$ cat config.mk
export PLATFORM = sky130hd
export DESIGN_NAME = sys_cmd_ctrl
export DESIGN_NICKNAME = d
export VERILOG_FILES = /design/src/rtl/sys_cmd_pkg.sv /design/src/rtl/sys_cmd_tx_push.sv /design/src/rtl/sys_cmd_ctrl.sv
export SDC_FILE = /design/constraint.sdc
export NUM_CORES = 1
export LEC_CHECK = 0
export ABC_AREA = 1
export CORE_MARGIN = 10
export CORE_UTILIZATION = 42
export DETAILED_ROUTE_END_ITERATION = 16
export GPL_TIMING_DRIVEN = 0
export PLACE_DENSITY = 0.7
export SYNTH_ARGS = -nofsm -noshare
export SYNTH_HDL_FRONTEND = slang
export SYNTH_HIERARCHICAL = 1
export SYNTH_SLANG_ARGS = --single-unit
$ cat constraint.sdc
create_clock -name CLK -period 2.15 [get_ports CLK]
set_input_delay 0.43 -clock CLK [delete_from_list [all_inputs] [get_ports CLK]]
set_output_delay 0.43 -clock CLK [all_outputs]
set_load 0.05 [all_outputs]
$ cat src/rtl/sys_cmd_pkg.sv
// Shared types and constants for the UART command controller: FSM states,
// command bytes and the fixed ALU operand register addresses.
package sys_cmd_pkg;

    typedef enum logic [3:0] {
        StIdle,
        StWrAddr,
        StWrData,
        StRdAddr,
        StRdWait,
        StOpA,
        StOpB,
        StFun,
        StAluWait,
        StTxLo,
        StTxHi
    } sys_cmd_state_e;

    localparam logic [7:0] CMD_WR      = 8'hAA;
    localparam logic [7:0] CMD_RD      = 8'hBB;
    localparam logic [7:0] CMD_ALU_OP  = 8'hCC;
    localparam logic [7:0] CMD_ALU_NOP = 8'hDD;

    localparam int unsigned OP_A_ADDR = 0;
    localparam int unsigned OP_B_ADDR = 1;

endpackage

$ cat src/rtl/sys_cmd_tx_push.sv
// Two-byte TX FIFO pusher: presents the low or high byte of a captured
// response and raises a write strobe only while the FIFO has room.
module sys_cmd_tx_push #(
    parameter int unsigned DATA_W = 8
) (
    input  logic                  tx_lo_i,
    input  logic                  tx_hi_i,
    input  logic [2*DATA_W-1:0]   data_i,
    input  logic                  tx_full_i,
    output logic [DATA_W-1:0]     tx_data_o,
    output logic                  tx_wr_o
);

    always_comb begin
        tx_data_o = '0;
        if (tx_lo_i) begin
            tx_data_o = data_i[DATA_W-1:0];
        end else if (tx_hi_i) begin
            tx_data_o = data_i[2*DATA_W-1:DATA_W];
        end
    end

    // Data stays on the bus while full; the strobe waits for space.
    assign tx_wr_o = (tx_lo_i || tx_hi_i) && !tx_full_i;

endmodule

$ cat src/rtl/sys_cmd_ctrl.sv
// UART command decoder driving a register file, an ALU and a TX FIFO.
// Optional inter-byte timeout enabled by defining SYS_CMD_TMO_EN.
module sys_cmd_ctrl
    import sys_cmd_pkg::*;
#(
    parameter int unsigned DATA_W  = 8,
    parameter int unsigned ADDR_W  = 4,
    parameter int unsigned TMO_CYC = 4096
) (
    input  logic                  CLK,
    input  logic                  RST,
    input  logic [DATA_W-1:0]     RX_P_DATA,
    input  logic                  RX_D_VLD,
    output logic                  WrEn,
    output logic                  RdEn,
    output logic [ADDR_W-1:0]     Address,
    output logic [DATA_W-1:0]     WrData,
    input  logic [DATA_W-1:0]     RdData,
    input  logic                  RdData_Valid,
    output logic [3:0]            ALU_FUN,
    output logic                  ALU_EN,
    output logic                  CLK_EN,
    input  logic [2*DATA_W-1:0]   ALU_OUT,
    input  logic                  OUT_Valid,
    output logic [DATA_W-1:0]     TX_P_DATA,
    output logic                  TX_WR,
    input  logic                  TX_FULL
);

    sys_cmd_state_e          state_q, state_d;
    logic [ADDR_W-1:0]       addr_q, addr_d;
    logic [DATA_W-1:0]       wdata_q, wdata_d;
    logic                    wr_en_q, wr_en_d;
    logic                    rd_en_q, rd_en_d;
    logic                    alu_en_q, alu_en_d;
    logic                    clk_en_q, clk_en_d;
    logic [3:0]              fun_q, fun_d;
    logic [2*DATA_W-1:0]     result_q, result_d;
    logic                    two_byte_q, two_byte_d;
    logic                    tx_lo, tx_hi;
    logic                    tmo_hit;

`ifdef SYS_CMD_TMO_EN
    localparam int unsigned TmoW = $clog2(TMO_CYC + 1);
    logic [TmoW-1:0] tmo_cnt_q;
    logic            byte_wait;

    assign byte_wait = state_q inside {StWrAddr, StWrData, StRdAddr, StOpA, StOpB, StFun};

    always_ff @(posedge CLK or negedge RST) begin
        if (!RST) begin
            tmo_cnt_q <= '0;
        end else if (RX_D_VLD || !byte_wait) begin
            tmo_cnt_q <= '0;
        end else begin
            tmo_cnt_q <= tmo_cnt_q + 1'b1;
        end
    end

    assign tmo_hit = byte_wait && !RX_D_VLD && (tmo_cnt_q == TmoW'(TMO_CYC - 1));
`else
    assign tmo_hit = 1'b0;
`endif

    assign tx_lo = (state_q == StTxLo);
    assign tx_hi = (state_q == StTxHi);

    always_comb begin
        state_d    = state_q;
        addr_d     = addr_q;
        wdata_d    = wdata_q;
        wr_en_d    = 1'b0;
        rd_en_d    = 1'b0;
        alu_en_d   = 1'b0;
        clk_en_d   = clk_en_q;
        fun_d      = fun_q;
        result_d   = result_q;
        two_byte_d = two_byte_q;
        unique case (state_q)
            StIdle: begin
                if (RX_D_VLD) begin
                    case (RX_P_DATA)
                        CMD_WR:      state_d = StWrAddr;
                        CMD_RD:      state_d = StRdAddr;
                        CMD_ALU_OP:  state_d = StOpA;
                        CMD_ALU_NOP: state_d = StFun;
                        default:     state_d = StIdle;
                    endcase
                end
            end
            StWrAddr: begin
                if (RX_D_VLD) begin
                    addr_d  = RX_P_DATA[ADDR_W-1:0];
                    state_d = StWrData;
                end
            end
            StWrData: begin
                if (RX_D_VLD) begin
                    wdata_d = RX_P_DATA;
                    wr_en_d = 1'b1;
                    state_d = StIdle;
                end
            end
            StRdAddr: begin
                if (RX_D_VLD) begin
                    addr_d  = RX_P_DATA[ADDR_W-1:0];
                    rd_en_d = 1'b1;
                    state_d = StRdWait;
                end
            end
            StRdWait: begin
                if (RdData_Valid) begin
                    result_d   = {{DATA_W{1'b0}}, RdData};
                    two_byte_d = 1'b0;
                    state_d    = StTxLo;
                end
            end
            StOpA: begin
                if (RX_D_VLD) begin
                    addr_d  = ADDR_W'(OP_A_ADDR);
                    wdata_d = RX_P_DATA;
                    wr_en_d = 1'b1;
                    state_d = StOpB;
                end
            end
            StOpB: begin
                if (RX_D_VLD) begin
                    addr_d  = ADDR_W'(OP_B_ADDR);
                    wdata_d = RX_P_DATA;
                    wr_en_d = 1'b1;
                    state_d = StFun;
                end
            end
            StFun: begin
                if (RX_D_VLD) begin
                    fun_d    = RX_P_DATA[3:0];
                    alu_en_d = 1'b1;
                    clk_en_d = 1'b1;
                    state_d  = StAluWait;
                end
            end
            StAluWait: begin
                // CLK_EN drops the cycle after OUT_Valid is seen.
                if (OUT_Valid) begin
                    result_d   = ALU_OUT;
                    two_byte_d = 1'b1;
                    clk_en_d   = 1'b0;
                    state_d    = StTxLo;
                end
            end
            StTxLo: begin
                if (TX_WR) begin
                    state_d = two_byte_q ? StTxHi : StIdle;
                end
            end
            StTxHi: begin
                if (TX_WR) begin
                    state_d = StIdle;
                end
            end
            default: state_d = StIdle;
        endcase
        if (tmo_hit) begin
            state_d = StIdle;
        end
    end

    always_ff @(posedge CLK or negedge RST) begin
        if (!RST) begin
            state_q    <= StIdle;
            addr_q     <= '0;
            wdata_q    <= '0;
            wr_en_q    <= 1'b0;
            rd_en_q    <= 1'b0;
            alu_en_q   <= 1'b0;
            clk_en_q   <= 1'b0;
            fun_q      <= '0;
            result_q   <= '0;
            two_byte_q <= 1'b0;
        end else begin
            state_q    <= state_d;
            addr_q     <= addr_d;
            wdata_q    <= wdata_d;
            wr_en_q    <= wr_en_d;
            rd_en_q    <= rd_en_d;
            alu_en_q   <= alu_en_d;
            clk_en_q   <= clk_en_d;
            fun_q      <= fun_d;
            result_q   <= result_d;
            two_byte_q <= two_byte_d;
        end
    end

    assign WrEn    = wr_en_q;
    assign RdEn    = rd_en_q;
    assign Address = addr_q;
    assign WrData  = wdata_q;
    assign ALU_FUN = fun_q;
    assign ALU_EN  = alu_en_q;
    assign CLK_EN  = clk_en_q;

    sys_cmd_tx_push #(
        .DATA_W (DATA_W)
    ) u_tx_push (
        .tx_lo_i   (tx_lo),
        .tx_hi_i   (tx_hi),
        .data_i    (result_q),
        .tx_full_i (TX_FULL),
        .tx_data_o (TX_P_DATA),
        .tx_wr_o   (TX_WR)
    );

endmodule

---- Word-level counts from Yosys, hierarchy flattened ----
Cells that the tools add are included.
storage, ports and cells
  register bits after elaboration ......... 41
  bits of input ports ..................... 38
  output and inout bits ................... 29
operators by class
  eq/ne operators ......................... 26
  mux-type cells .......................... 32
  reductions and logical operators ........ 15
operator list
  kind                                                   number
  2-to-1 mux 4 bit                                       14
  one-hot mux 4 bit (11 select lines)                    1
  equality test 8 bit, second input constant             4
  2-to-1 mux 16 bit                                      2
  one-hot mux 16 bit (2 select lines)                    1
  inequality test 2 bit, second input constant           11
  equality test 4 x 3 -> 1 bit, second input constant    4
  2-to-1 mux 8 bit                                       2
  equality test 4 bit, second input constant             3
  one-hot mux 3 bit (4 select lines)                     1
  one-hot mux 4 bit (3 select lines)                     1
  AND reduction 11 bit                                   1
  equality test 4 x 2 -> 1 bit, second input constant    2
  2-to-1 mux 1 bit                                       8
  AND reduction 3 bit                                    2
  equality test 4 x 1 -> 1 bit, second input constant    1
  logical NOT 4 bit                                      1
  one-hot mux 1 bit (2 select lines)                     2
  AND reduction 2 bit                                    2
  AND reduction 4 bit                                    1
  nonzero test 2 bit                                     2
  nonzero test 3 bit                                     1
  OR reduction 3 bit                                     1
  inequality test 2 x 1 -> 1 bit, second input constant  1
  4 further kinds                                        4

---- Depth between registers and ports, before layout ----
Gate-level depths: netlist of run 1.
  word-level depth ........................ 5
  gate-level depth with buffers ........... 13

---- Cells and area by module ----
Netlist of run 1, hierarchy kept.
by module, submodules not included
  module           instances  cells each  area an instance (µm²)  sequential area each (µm²)
  sys_cmd_ctrl     1          267         2127.0                  1026.0
  sys_cmd_tx_push  1          29          130.1                   0.0

---- Worst setup path after synthesis of run 1 ----
No wires, ideal clock.
  path kind ............................... reg2reg
  from .................................... register state_q[2]
  to ...................................... register state_q[0]
  arrival time ............................ 2181 ps
  data required time ...................... 2033 ps
  setup slack ............................. -148 ps
  stages on the path, launching flop included .. 14
  period minus slack after synthesis ...... 2298 ps
  cell sequence ........................... dfrtp_1 -> inv_2 -> nand2_1 -> nor2_1 -> buf_6 -> nor2_1 -> nor2_1 -> nor2_1 -> nand2_1 -> nand3_2 -> nor2_4 -> nand2_2 -> nand2_1 -> nand2_1
on the way
  word-level cells in the longest chain between the ends .. 5
RTL lines
  what                              RTL line               text
  start, declared                   sys_cmd_ctrl.sv:30     sys_cmd_state_e state_q, state_d;
  start signal, assigned            sys_cmd_ctrl.sv:170    state_q <= StIdle;
  start signal, assigned            sys_cmd_ctrl.sv:181    state_q <= state_d;
  equality test 4 bit *             sys_cmd_ctrl.sv:65     assign tx_lo = (state_q == StTxLo);
  named net tx_lo                   sys_cmd_ctrl.sv:40     logic tx_lo, tx_hi;
  logical OR 1 bit *                sys_cmd_tx_push.sv:24  assign tx_wr_o = (tx_lo_i || tx_hi_i) && !tx_full_i;
  logical AND 1 bit *               sys_cmd_tx_push.sv:24
  named net TX_WR                   sys_cmd_ctrl.sv:26     output logic TX_WR,
  inequality test 2 bit (no line)   -
  AND reduction 11 bit (no line) *  -
Mark *: on every way through the listed nets, which the timed path passes. The rest lies on a longest branch.
A chain may end at the register's enable or synchronous reset.

---- Worst setup path after layout of run 1 ----
  from .................................... register state_q[1]
  to ...................................... output TX_P_DATA[3]
RTL lines
  what                 RTL line               text
  equality test 4 bit  sys_cmd_ctrl.sv:65
  named net tx_lo      sys_cmd_ctrl.sv:40
  2-to-1 mux 8 bit     sys_cmd_tx_push.sv:16  if (tx_lo_i) begin
  end, declared        sys_cmd_ctrl.sv:25     output logic [DATA_W-1:0] TX_P_DATA,
The timed path passes the listed nets, and every way through them passes these cells.

==> results of run 1 <==
## per-layer routing
layer | GRT usage, % | vias up | routed length, um
li1 | - | 1107 | -
met1 | 17.9 | 974 | 2830
met2 | 24.0 | 58 | 2830
met3 | 3.92 | 10 | 352
met4 | 5.27 | 0 | 113
met5 | 0 | - | 0
## registers in the layout (all words and copies together), names as in the netlist
name / count
ALU_EN: 1
WrEn: 1
Address: 4
CLK_EN: 1
RdEn: 1
ALU_FUN: 4
state_q: 4
result_q: 16
two_byte_q: 1
WrData: 8
## final timing paths
path                             from      endpoint  cells after the start
max                        state_q[1]  TX_P_DATA[3]                      8
min                               RST     WrData[7]                      2
max reg2reg                state_q[1]    state_q[1]                     13
min reg2reg                Address[0]    Address[0]                      2
max in group asynchronous         RST    state_q[3]                      3
min in group CLK           Address[0]    Address[0]                      2
## critical path, cell delays in order (launching register included)
cell	delay (ns)
dfrtp_2	0.45
inv_2	0.09
nand2_2	0.07
nor2_2	0.16
buf_6	0.14
inv_2	0.07
nand3_1	0.08
nand2_1	0.08
buf_4	0.19
## cells in the mapped netlist (all sizes together)
master | n | area share, %
a21oi | 4 | 1.2
buf | 6 | 2.5
dfrtp | 41 | 45
inv | 39 | 6.5
nand2 | 103 | 19
nand3 | 20 | 4.9
nand3b | 1 | 0.33
nor2 | 29 | 6.5
nor3 | 2 | 0.44
o211ai | 8 | 2.7
o21a | 1 | 0.33
o21ai | 42 | 10
## power groups by stage
stage	registers, mW	logic [mW]	clock network, mW
floorplan	1.57	0.465	0
global placement	1.20	1.29	0
detailed placement	1.21	1.31	0
CTS	1.19	1.31	0.653
global route	1.22	1.45	0.682
finish	1.19	1.33	0.638
## placed cells by master (no fill, tap or decap), drive strengths merged, types with 2 or more instances in the layout
cell type and n:
nor2 29, dfrtp 41, buf 21, nand2 103
inv 39, nand3 20, clkbuf 7, o21ai 42
a21oi 4, o211ai 8, clkdlybuf4s50 56, nor3 2
## cell type report
class | count | area [um2] | share of cell area [%]
timing repair buffer | 74 | 713 | 22.4
sequential | 41 | 1030 | 32.3
multi-input combinational | 210 | 1040 | 32.5
buffer | 6 | 57.6 | 1.81
inverter | 39 | 146 | 4.59
tap | 70 | 87.6 | 2.75
clock inverter | 3 | 46.3 | 1.45
clock buffer | 5 | 68.8 | 2.16
## kinds of logic after synthesis
kind of cell           Yosys count
AOI/OAI and AO/OA               55
buffers and inverters           45
DFF                             41
and+or+nand+nor                155
## timing repair
action | CTS | global route
gates cloned | 0 | 1
pin swaps | 0 | 1
resized for setup | 52 | 13
hold buffers | 1 | 0
setup endpoints to repair | 9 | 9
hold endpoints to repair | 1 | 0
setup buffers | 0 | 5
## metrics by stage
stage	utilization [%]	power [mW]
CTS	60.3	3.16
global route	61.6	3.35
global placement	58.2	2.49
detailed placement	58.4	2.52
floorplan	-	2.04
finish	61.6	3.15
==> qor.txt, run 1 <==
RD Place Congestion: 0.867
Compound-cell area share of the yosys netlist: 14.7%
Via count: 2149
Sw Ratio: 41.0%
First-pass GRT wire length: 10.3 mm
Final ANT Viol Nets: 0
Wire per inst: 13.7 um
Pwr Density: 989 mW/mm2
RSZ-0062 raised after global routing: true
Largest family of logic cells by synthesized area: simple AND/OR/NAND/NOR gates
Crit path max fanout: 8
Reg power frac: 37.7%
Simple-gate area share of the yosys netlist: 30.8%
Period utilisation layout: 96.0%
Netlist cell types: 23
Worst Setup Start Kind: register
Post-Synth XOR/XNOR Area: 0%
HPWL after DPL: 4.66 mm
Clk_skew: 0.00451 ns
Number of global-route vias before repair: 2191
Crit path DAT: 1.63 ns
Clock Latency Late Sink: 0.30 ns
Final setup violation count: 0
Clk sink count: 41
Die area: 0.00871 mm2
Final Worst Setup Slack: 0.0871 ns
Lkg Pwr: 1.66 nW
Drt via density: 4.80
CTS tree: yes
DRT iter0 DRCs: 94
Clock Tree Root: clkbuf_8
Internal: 1.86 mW
Final Max Slew Viols: 0
# nets final: 415
Warning count from the yosys run: 6
Site Rows: 26
Status: finished, final reports clean
WP data required: 1.72 ns
Minimum clock period: 2.06 ns
VDD IR max: 547 uV
Share of cells above drive strength 1: 18.5%
Hold WS: 0.446 ns
WS Path Type: reg2out
Initial antenna violation count: 0
Chip width: 93.3 um
Logic pwr share: 42.1%
Die Y: 93.3 um
Syn Inst Count: 296
Mean Syn Cell Area: 7.63 um2
R2R Setup Slk: 0.34 ns
Number of remaining DRC errors: 0
Mux cell area share after synthesis: 0%
Fmax: 485 MHz
# IOs: 67
CTS H-Tree Depth: 2
I/O Buffers: 66
Fin area: 0.00319 mm2
Gr usage total: 14.6%
Sequential share of the synthesized area: 45.5%
Post-synthesis sequential element count: 41
Worst Tran Pin Value: 0.522 ns
Core box area: 0.00517 mm2
Clk slew on worst S/H paths: 0.08 ns
Grt ovf: 0
Worst setup EP type: output port
Mapped Area: 0.00226 mm2
Pre-CTS WS: -0.288 ns
Layout area overhead: 41.2%
Post-Synth Adder-Cell Area: 0%
Largest net degree at the start of global routing: 41
Final non-filler cell total: 448
Sw Pwr: 1.29 mW
Initial core utilization: 43.6%
Worst-case clock buffer depth: 2
Total wire length: 6.12 mm
Dpl cell area: 0.00302 mm2
MaxCap Viol Count: 0
Final hold violation count: 0
Total CTS buffers: 5
Worst min path class: in2async
Clock power frac: 20.2%
Slew margin rel.: 65.1%
Pre-antenna DRT Iters: 4
Fillers: 465
Final setup TNS: 0 ns
Cells after DPL: 433
Syn Nets: 334
Number of inserted diodes: 0
No activity file was read; power rests on OpenSTA's default activity.
==> inputs of run 2 (changes only) <==
--- a/config.mk
+++ b/config.mk
@@ -6,6 +6,7 @@
 export NUM_CORES = 1
 export LEC_CHECK = 0
 export ABC_AREA = 1
+export CORE_ASPECT_RATIO = 1.75
 export CORE_MARGIN = 10
 export CORE_UTILIZATION = 42
 export DETAILED_ROUTE_END_ITERATION = 16
==> qor.txt, run 2 (synthesized netlist as in run 1, its figures left out) <==
Largest register FFs: 16 (unchanged)
Final setup TNS: 0 ns (unchanged)
Via count: 2147 (-0.093%)
CTS tree: yes
Chip width: 75.4 um (-19%)
Clk_skew: 0.00989 ns (+0.00538 ns)
Clock Latency Late Sink: 0.30 ns (about the same)
Minimum clock period: 2.05 ns (-0.00809 ns)
Clk sink count: 41 (unchanged)
RSZ-0062 raised after global routing: false
Grt ovf: 0 (unchanged)
Cells after DPL: 418 (-3.5%)
Die Y: 117 um (+25%)
Top reg by flops: result_q
Worst Tran Pin Value: 0.510 ns (-0.0116 ns)
Critical path depth: 8 (unchanged)
I/O Buffers: 66 (unchanged)
Commonest cells after routing, fill and taps aside: nand2_1, clkdlybuf4s50_1, dfrtp_1, inv_1, o21ai_0
Hold WS: 0.484 ns (+0.0380 ns)
Share of cells above drive strength 1: 17.6% (-0.92 points)
Wire per inst: 14.3 um (+4.8%)
Fillers: 491 (+5.6%)
Final non-filler cell total: 430 (-4.0%)
Number of remaining DRC errors: 0 (unchanged)
WP data required: 1.72 ns (about the same)
Number of inserted diodes: 0 (unchanged)
Clk slew on worst S/H paths: 0.08 ns (about the same)
Final ANT Viol Nets: 0 (unchanged)
Status: finished, final reports clean
GRT met3 Usage: 5.99% (+2.1 points)
CP Cell Sequence: inv_4 -> nand2_2 -> nor2_4 -> buf_6 -> inv_2 -> nand3_1 -> nand2_1 -> clkbuf_4
Grt peak-use layer: met2
HP Start: Address[1]
Fmax: 487 MHz (+0.39%)
M1 GR Usage: 12.9% (-5.0 points)
Crit path DAT: 1.62 ns (about the same)
MaxCap Viol Count: 0 (unchanged)
Crit path max fanout: 10 (+2)
Crit path buffers/inverters: 4 (unchanged)
CP max-delay cell: dfrtp_2
Final Max Slew Viols: 0 (unchanged)
Hold Path Cell Cnt: 2
Met2 usage: 25.3% (+1.3 points)
Worst Setup Start Kind: register
Site Rows: 35 (+35%)
Reg2reg start: state_q[2]
Final setup violation count: 0 (unchanged)
Lkg Pwr: 1.64 nW (-1.1%)
Area of the multi-input gates: 0.00104 mm2 (+0.24%)
Final Util: 60.0% (-1.7 points)
Clock Tree Root: clkbuf_8
Pre-antenna DRT Iters: 4 (unchanged)
WS Path Type: reg2out
CTS H-Tree Depth: 2 (unchanged)
# IOs: 67 (unchanged)
Hold EP: Address[1]
# nets final: 412 (-0.72%)
Core box area: 0.00526 mm2 (+1.6%)
Largest net degree at the start of global routing: 35 (-15%)
Final hold violation count: 0 (unchanged)
R2R Setup Slk: 0.35 ns (about the same)
Slew margin rel.: 65.9% (+0.77 points)
Period utilisation layout: 95.6% (-0.38 points)
First-pass GRT wire length: 9.83 mm (-4.9%)
Gr usage total: 14.4% (-0.20 points)
Worst R2R End: state_q[0]
Worst setup EP type: output port
RD Place Congestion: 0.895 (+3.2%)
Commonest non-fill, non-tap cell in the layout: nand2_1
Layout area overhead: 39.6%
Worst-case clock buffer depth: 2 (unchanged)
CP max stage delay: 0.47 ns (+0.02 ns)
Die area: 0.00882 mm2 (+1.3%)
Cells on worst reg2reg path: 13 (unchanged)
Initial antenna violation count: 0 (unchanged)
DRT iter0 DRCs: 125 (+33%)
Drt via density: 4.99 (+4.1%)
Crit-path leading delay family: buffers and inverters
Worst min path class: reg2reg
Pwr Density: 993 mW/mm2 (+0.38%)
Storage cell area: 0.00103 mm2 (+0.12%)
Number of global-route vias before repair: 2217 (+1.2%)
Initial core utilization: 43.0% (-0.69 points)
HPWL after DPL: 4.95 mm (+6.2%)
VDD IR max: 445 uV (-19%)
Total wire length: 6.16 mm (+0.57%)
Total CTS buffers: 5 (unchanged)
==> run 2: how the worst max path moves through the flow <==
stage / from / to / slack [ns]
CTS: state_q[3] / TX_P_DATA[0] / 0.003
detailed placement: state_q[1] / TX_P_DATA[5] / -0.30
global placement: RST / result_q[7] / -0.39
floorplan: state_q[2] / state_q[0] / 0.11
finish: state_q[2] / TX_P_DATA[1] / 0.1
global route: state_q[0] / TX_P_DATA[5] / 0.007
==> run 2: repair_timing <==
| action | 4_1_cts | 5_1_grt |
|---|---|---|
| hold buffers | 1 | 0 |
| endpoints found under the hold margin | 7 | 0 |
| setup endpoints to repair | 9 | 9 |
| resized for setup | 53 | 13 |
| buffers inserted | 0 | 3 |
==> run 2: stage by stage <==
| stage | cell area (um2) | total power [mW] | setup slack [ns] |
|---|---|---|---|
| 2_1_floorplan | 2260 | 2.04 | 0.112 |
| 3_3_place_gp | 2990 | 2.48 | -0.390 |
| 3_5_place_dp | 3000 | 2.51 | -0.296 |
| 4_1_cts | 3100 | 3.15 | 0.00321 |
| 5_1_grt | 3150 | 3.32 | 0.00732 |
| 6_report | 3150 | 3.13 | 0.0952 |
==> run 2: cell type report <==
type                            instances  share of cell area (%)
Tap cell                               55                    2.18
Clock inverter                          3                    1.47
Buffer                                  6                    1.83
Clock buffer                            5                    2.18
Timing Repair Buffer                   71                    21.9
Sequential cell                        41                    32.7
Inverter                               39                    4.73
Multi-Input combinational cell        210                    33.0
==> run 2: worst reg2reg max path, delay by kind of cell, from the launching register on <==
family	cells	cell delay, ns
buf+inv	2	0.27
flops	1	0.47
simple gates	11	0.98
==> run 2: layer usage <==
metal / up-vias / share of wire (%)
met5: - / 0
met4: 0 / 4.5
met3: 22 / 9.7
met2: 86 / 50
met1: 947 / 36
li1: 1092 / -
==> run 2: report_power, final <==
part / switching [mW] / leakage, nW / internal, mW / total, mW
clock network: 0.289 / 0.0543 / 0.348 / 0.637
registers: 0.144 / 0.527 / 1.03 / 1.18
logic: 0.844 / 1.06 / 0.470 / 1.31
